--- src/rtl/uart_pkg.sv ---
// Shared UART definitions: FSM state encoding, default baud divisor and legal parameter ranges.
package uart_pkg;

    typedef enum logic [2:0] {
        ST_IDLE  = 3'd0,
        ST_WAIT  = 3'd1,
        ST_START = 3'd2,
        ST_DATA  = 3'd3,
        ST_STOP  = 3'd4
    } uart_state_t;

    localparam int CLK_DIV_115200_12M = 104;
    localparam int CLK_DIV_MIN        = 2;
    localparam int DATA_WIDTH_MIN     = 1;
    localparam int DATA_WIDTH_MAX     = 8;
    localparam int STOP_BITS_MIN      = 1;
    localparam int STOP_BITS_MAX      = 2;

endpackage

--- src/rtl/baud_gen.sv ---
// Free-running bit-period counter; tick marks the last cycle of each CLK_DIV-cycle bit.
module baud_gen #(
    parameter int CLK_DIV = 104
) (
    input  logic clk,
    input  logic rst,
    input  logic clr,
    output logic tick
);

    localparam int CNT_W = $clog2(CLK_DIV);

    logic [CNT_W-1:0] cnt;

    assign tick = (cnt == CNT_W'(CLK_DIV - 1));

    always_ff @(posedge clk or posedge rst) begin
        if (rst)
            cnt <= '0;
        else if (clr || tick)
            cnt <= '0;
        else
            cnt <= cnt + 1'b1;
    end

endmodule

--- src/rtl/fifo_uart_tx.sv ---
// Pops one FIFO entry per frame and shifts it out LSB-first as start/data/stop on a registered tx line.
module fifo_uart_tx
    import uart_pkg::*;
#(
    parameter int DATA_WIDTH = 8,
    parameter int CLK_DIV    = CLK_DIV_115200_12M,
    parameter int STOP_BITS  = 1
) (
    input  logic                  clk,
    input  logic                  rst,
    input  logic                  en,
    input  logic                  empty,
    input  logic [DATA_WIDTH-1:0] q,
    output logic                  re,
    output logic                  tx,
    output logic                  busy
);

    localparam int BIT_W = $clog2(DATA_WIDTH + 1);

    uart_state_t           state, state_n;
    logic [DATA_WIDTH-1:0] shreg, shreg_n;
    logic [BIT_W-1:0]      bit_cnt, bit_cnt_n;
    logic                  tx_n;
    logic                  tick;
    logic                  clr;

    // Hold the baud counter at zero until the start bit so every bit gets a full CLK_DIV.
    assign clr  = (state == ST_IDLE) || (state == ST_WAIT);
    assign busy = (state != ST_IDLE);

    baud_gen #(.CLK_DIV(CLK_DIV)) u_baud (
        .clk  (clk),
        .rst  (rst),
        .clr  (clr),
        .tick (tick)
    );

    always_comb begin
        state_n   = state;
        shreg_n   = shreg;
        bit_cnt_n = bit_cnt;
        re        = 1'b0;
        case (state)
            ST_IDLE: begin
                // Gated by rst so no entry is popped while the block is held in reset.
                re = en & ~empty & ~rst;
                if (re)
                    state_n = ST_WAIT;
            end
            ST_WAIT: begin
                shreg_n   = q;
                bit_cnt_n = '0;
                state_n   = ST_START;
            end
            ST_START: begin
                if (tick)
                    state_n = ST_DATA;
            end
            ST_DATA: begin
                if (tick) begin
                    shreg_n = shreg >> 1;
                    if (bit_cnt == BIT_W'(DATA_WIDTH - 1)) begin
                        bit_cnt_n = '0;
                        state_n   = ST_STOP;
                    end else begin
                        bit_cnt_n = bit_cnt + 1'b1;
                    end
                end
            end
            ST_STOP: begin
                // bit_cnt is reused to count stop bits.
                if (tick) begin
                    if (bit_cnt == BIT_W'(STOP_BITS - 1)) begin
                        bit_cnt_n = '0;
                        state_n   = ST_IDLE;
                    end else begin
                        bit_cnt_n = bit_cnt + 1'b1;
                    end
                end
            end
            default: state_n = ST_IDLE;
        endcase
    end

    // tx is decoded from next-state so the registered line lines up with the state register.
    always_comb begin
        tx_n = 1'b1;
        case (state_n)
            ST_START: tx_n = 1'b0;
            ST_DATA:  tx_n = shreg_n[0];
            default:  tx_n = 1'b1;
        endcase
    end

    always_ff @(posedge clk or posedge rst) begin
        if (rst) begin
            state   <= ST_IDLE;
            shreg   <= '0;
            bit_cnt <= '0;
            tx      <= 1'b1;
        end else begin
            state   <= state_n;
            shreg   <= shreg_n;
            bit_cnt <= bit_cnt_n;
            tx      <= tx_n;
        end
    end

endmodule

--- config.mk ---
export PLATFORM = sky130hd
export DESIGN_NAME = fifo_uart_tx
export DESIGN_NICKNAME = d
export VERILOG_FILES = /design/src/rtl/uart_pkg.sv /design/src/rtl/baud_gen.sv /design/src/rtl/fifo_uart_tx.sv
export SDC_FILE = /design/constraint.sdc
export NUM_CORES = 1
export LEC_CHECK = 0
export CORE_ASPECT_RATIO = 0.75
export CORE_MARGIN = 2
export CORE_UTILIZATION = 45
export DETAILED_ROUTE_END_ITERATION = 7
export PLACE_DENSITY = 0.73
export SLEW_MARGIN = 10
export SYNTH_ARGS = -nofsm -noshare
export SYNTH_HDL_FRONTEND = slang
export SYNTH_SLANG_ARGS = --single-unit
--- constraint.sdc ---
create_clock -name clk -period 5.4 [get_ports clk]
set_input_delay 1.08 -clock clk [delete_from_list [all_inputs] [get_ports clk]]
set_output_delay 1.08 -clock clk [all_outputs]
set_load 0.01 [all_outputs]
==> reports/summary.txt <==
Highest clock rate: 0.298 GHz
Starting Density: 47.5%
Mapped Nets: 143
Vias in the first global route: 939
Post-synth top cells: dfrtp_1 (22), nor2_1 (13), a22oi_1 (11), o21ai_0 (11)
Drt drc: 0
Fill cells: 234
Synth Warn #: 0
Worst VDD drop: 0.143 mV
Reg area: 577 µm²
Worst Setup Path Type: in2out
Final hold viol count: 0
Detail Route Antenna Nets: 0
Setup total negative slack: 0 ps
Drt first pass iters: 4
Total GRT Usage: 17.5%
I/O Buffers: 14
Req. time, crit path: 4320 ps
Max-Cap Viols: 0
Cells taking the most area after synthesis: dfrtp_1 (44%), a22oi_1 (6.6%), o21ai_0 (4.4%)
RSZ-0062 raised after global routing: false
Setup ws final: 2050 ps
First-pass GRT wire length: 4340 µm
Area of the multi-input gates: 611 µm²
Worst Tran Pin Value: 836 ps
Initial antenna violation count: 0
Total power: 0.000291 W
Fin crit share: 62.1%
Flops & latches, synth: 23
Avg WL per Cell: 13.9 µm
Fraction of layout cells with a size suffix above 1: 9.22%
Reg clk slew, reported paths: 80 ps
Routed WL: 2450 µm
Post-Synth XOR/XNOR Area: 2.81%
CTS root buffer: clkbuf_8
TritonCTS clock tree: built
Post-Synth Simple-Gate Area: 20.4%
Number of synthesized flops with an enable pin: 0
Combinational family with the most area after synthesis: compound AO/OA/AOI/OAI gates
Row count: 16
Num ports: 15
Clock Tree Buf Depth: 2
Seq/Total Area, Yosys: 46.3%
Net count reported at finish: 157
Post-DR vias/cell: 5.54
Leak: 0.592 nW
Pwr Density: 201 nW/µm²
Grt ovf: 0
Crit-path max cell delay: 530 ps
Pin count of the biggest net entering global routing: 24
First DRT Iteration DRCs: 31
CP Launch Type: input port
Clk_skew: 2.05 ps
CTS H-tree depth: 1
Critical Path AT: 2270 ps
Crit path max fanout: 2
Synthesized cell area: 1250 µm²
Num Clock Sinks: 23
Synth area leader: dfrtp_1
Setup slack at placement: 2050 ps
Finish-stage setup viols: 0
Placer Congestion: 0.758
Area after DPL: 1400 µm²
Number of CTS-inserted buffers: 3
Status: complete, no violations
Pins over their slew limit: 0
HP Class: reg2reg
Crit-path slowest cell: clkdlybuf4s50_1
Adder-cell share of the synthesized area: 3.01%
Hold_buf cts: 0
Yosys top cell area share: 44.2%
Post-CTS setup buffer count: 0
Clk_lat worst skew: 260 ps
Finished Cell Area: 1450 µm²
Die Y: 49.6 µm
Core area: 2620 µm²
Minimum clock period: 3350 ps
Ant. Diodes: 0
Die W: 64.8 µm
Cell variety after synth: 39
Count leader, synth: dfrtp_1
Avg Cell Area, Syn: 9.74 µm²
Post-synth top flop: dfrtp_1
Area grow syn2layout: 16.3%
Via count: 981
Worst path cell trace: clkdlybuf4s50_1 > nor2_1 > nand2_1 > nor2_1 > clkdlybuf4s50_1
Max_slew headroom: 44.2%
Synth Area in Compound Gates: 21.9%
Post-synthesis mux area share: 0.904%
Synth Instances: 128
Post-DP HPWL: 1890 µm
Placed Instances: 173
Final Non-Filler Cells: 177
# resized after CTS: 0
Setup slack, reg-to-reg: 3430 ps
CP Capture Type: output pin
DIE AREA: 3210 µm²
Ys async rst share: 100%
==> kinds of logic after synthesis <==
| kind of cell | after synthesis |
|---|---|
| AND/OR/NAND/NOR | 45 |
| AO/OA/AOI/OAI | 39 |
| flip-flops | 23 |
| buffers and inverters | 13 |
| XOR/XNOR | 4 |
| adder cells (fa/ha/maj) | 3 |
| multiplexers | 1 |
==> sequential cells by signal (all words and copies together), names as in the netlist <==
name and flops:
bit_cnt 4, shreg 8, u_baud.cnt 7, tx 1, state 3
==> worst max-delay path, delay by kind of cell <==
family | cells | cell delay [ps]
buffers and inverters | 2 | 950
AND/OR/NAND/NOR | 3 | 240
==> report_power, final <==
part | internal [W] | leakage (nW) | switching, W | total, W
logic | 0.00000796 | 0.296 | 0.00000532 | 0.0000133
registers | 0.000173 | 0.270 | 0.000000636 | 0.000174
clock network | 0.0000514 | 0.0255 | 0.0000520 | 0.000103
==> path summary, 6_finish.rpt <==
path / to / cells after the start / start
min in group asynchronous: u_baud.cnt[2] / 2 / rst
max reg2reg: bit_cnt[0] / 5 / u_baud.cnt[0]
max: re / 5 / rst
min: u_baud.cnt[0] / 1 / u_baud.cnt[0]
max in group asynchronous: shreg[4] / 2 / rst
min reg2reg: u_baud.cnt[0] / 1 / u_baud.cnt[0]
==> through the flow <==
stage,utilization [%],hold slack [ps]
after floorplan,-,425
after global placement,53.5,436
after detailed placement,53.5,449
after CTS,55.2,460
after global routing,55.2,481
final,55.2,455
==> final cells by class <==
| class | count | share of cell area, % |
|---|---|---|
| inverters | 8 | 2.07 |
| clock buffers | 3 | 2.85 |
| flip-flops and latches | 23 | 39.8 |
| clock inverters | 1 | 0.345 |
| well taps | 36 | 3.11 |
| multi-input cells | 92 | 42.1 |
| repair buffers | 14 | 9.67 |
==> layer usage <==
layer  vias to the layer above  routed length [µm]  global-route usage (%)
met5                         -                   0                       0
met4                         0                   8                    2.13
met3                         2                 128                    5.94
met2                        20                1120                    27.8
met1                       470                1200                    23.8
li1                        489                   -                       -
==> cell usage in the layout, fill, tap and decap left out, drive strengths merged, types with 3 or more instances in the layout <==
cell,count
nand2,8
a21oi,4
clkdlybuf4s50,14
inv,8
nor2b,3
dfrtp,22
ha,3
o21ai,11
nor2,13
nor3b,4
a22oi,11
clkbuf,3
nand3,6
Power figures use the tool's default switching activity.
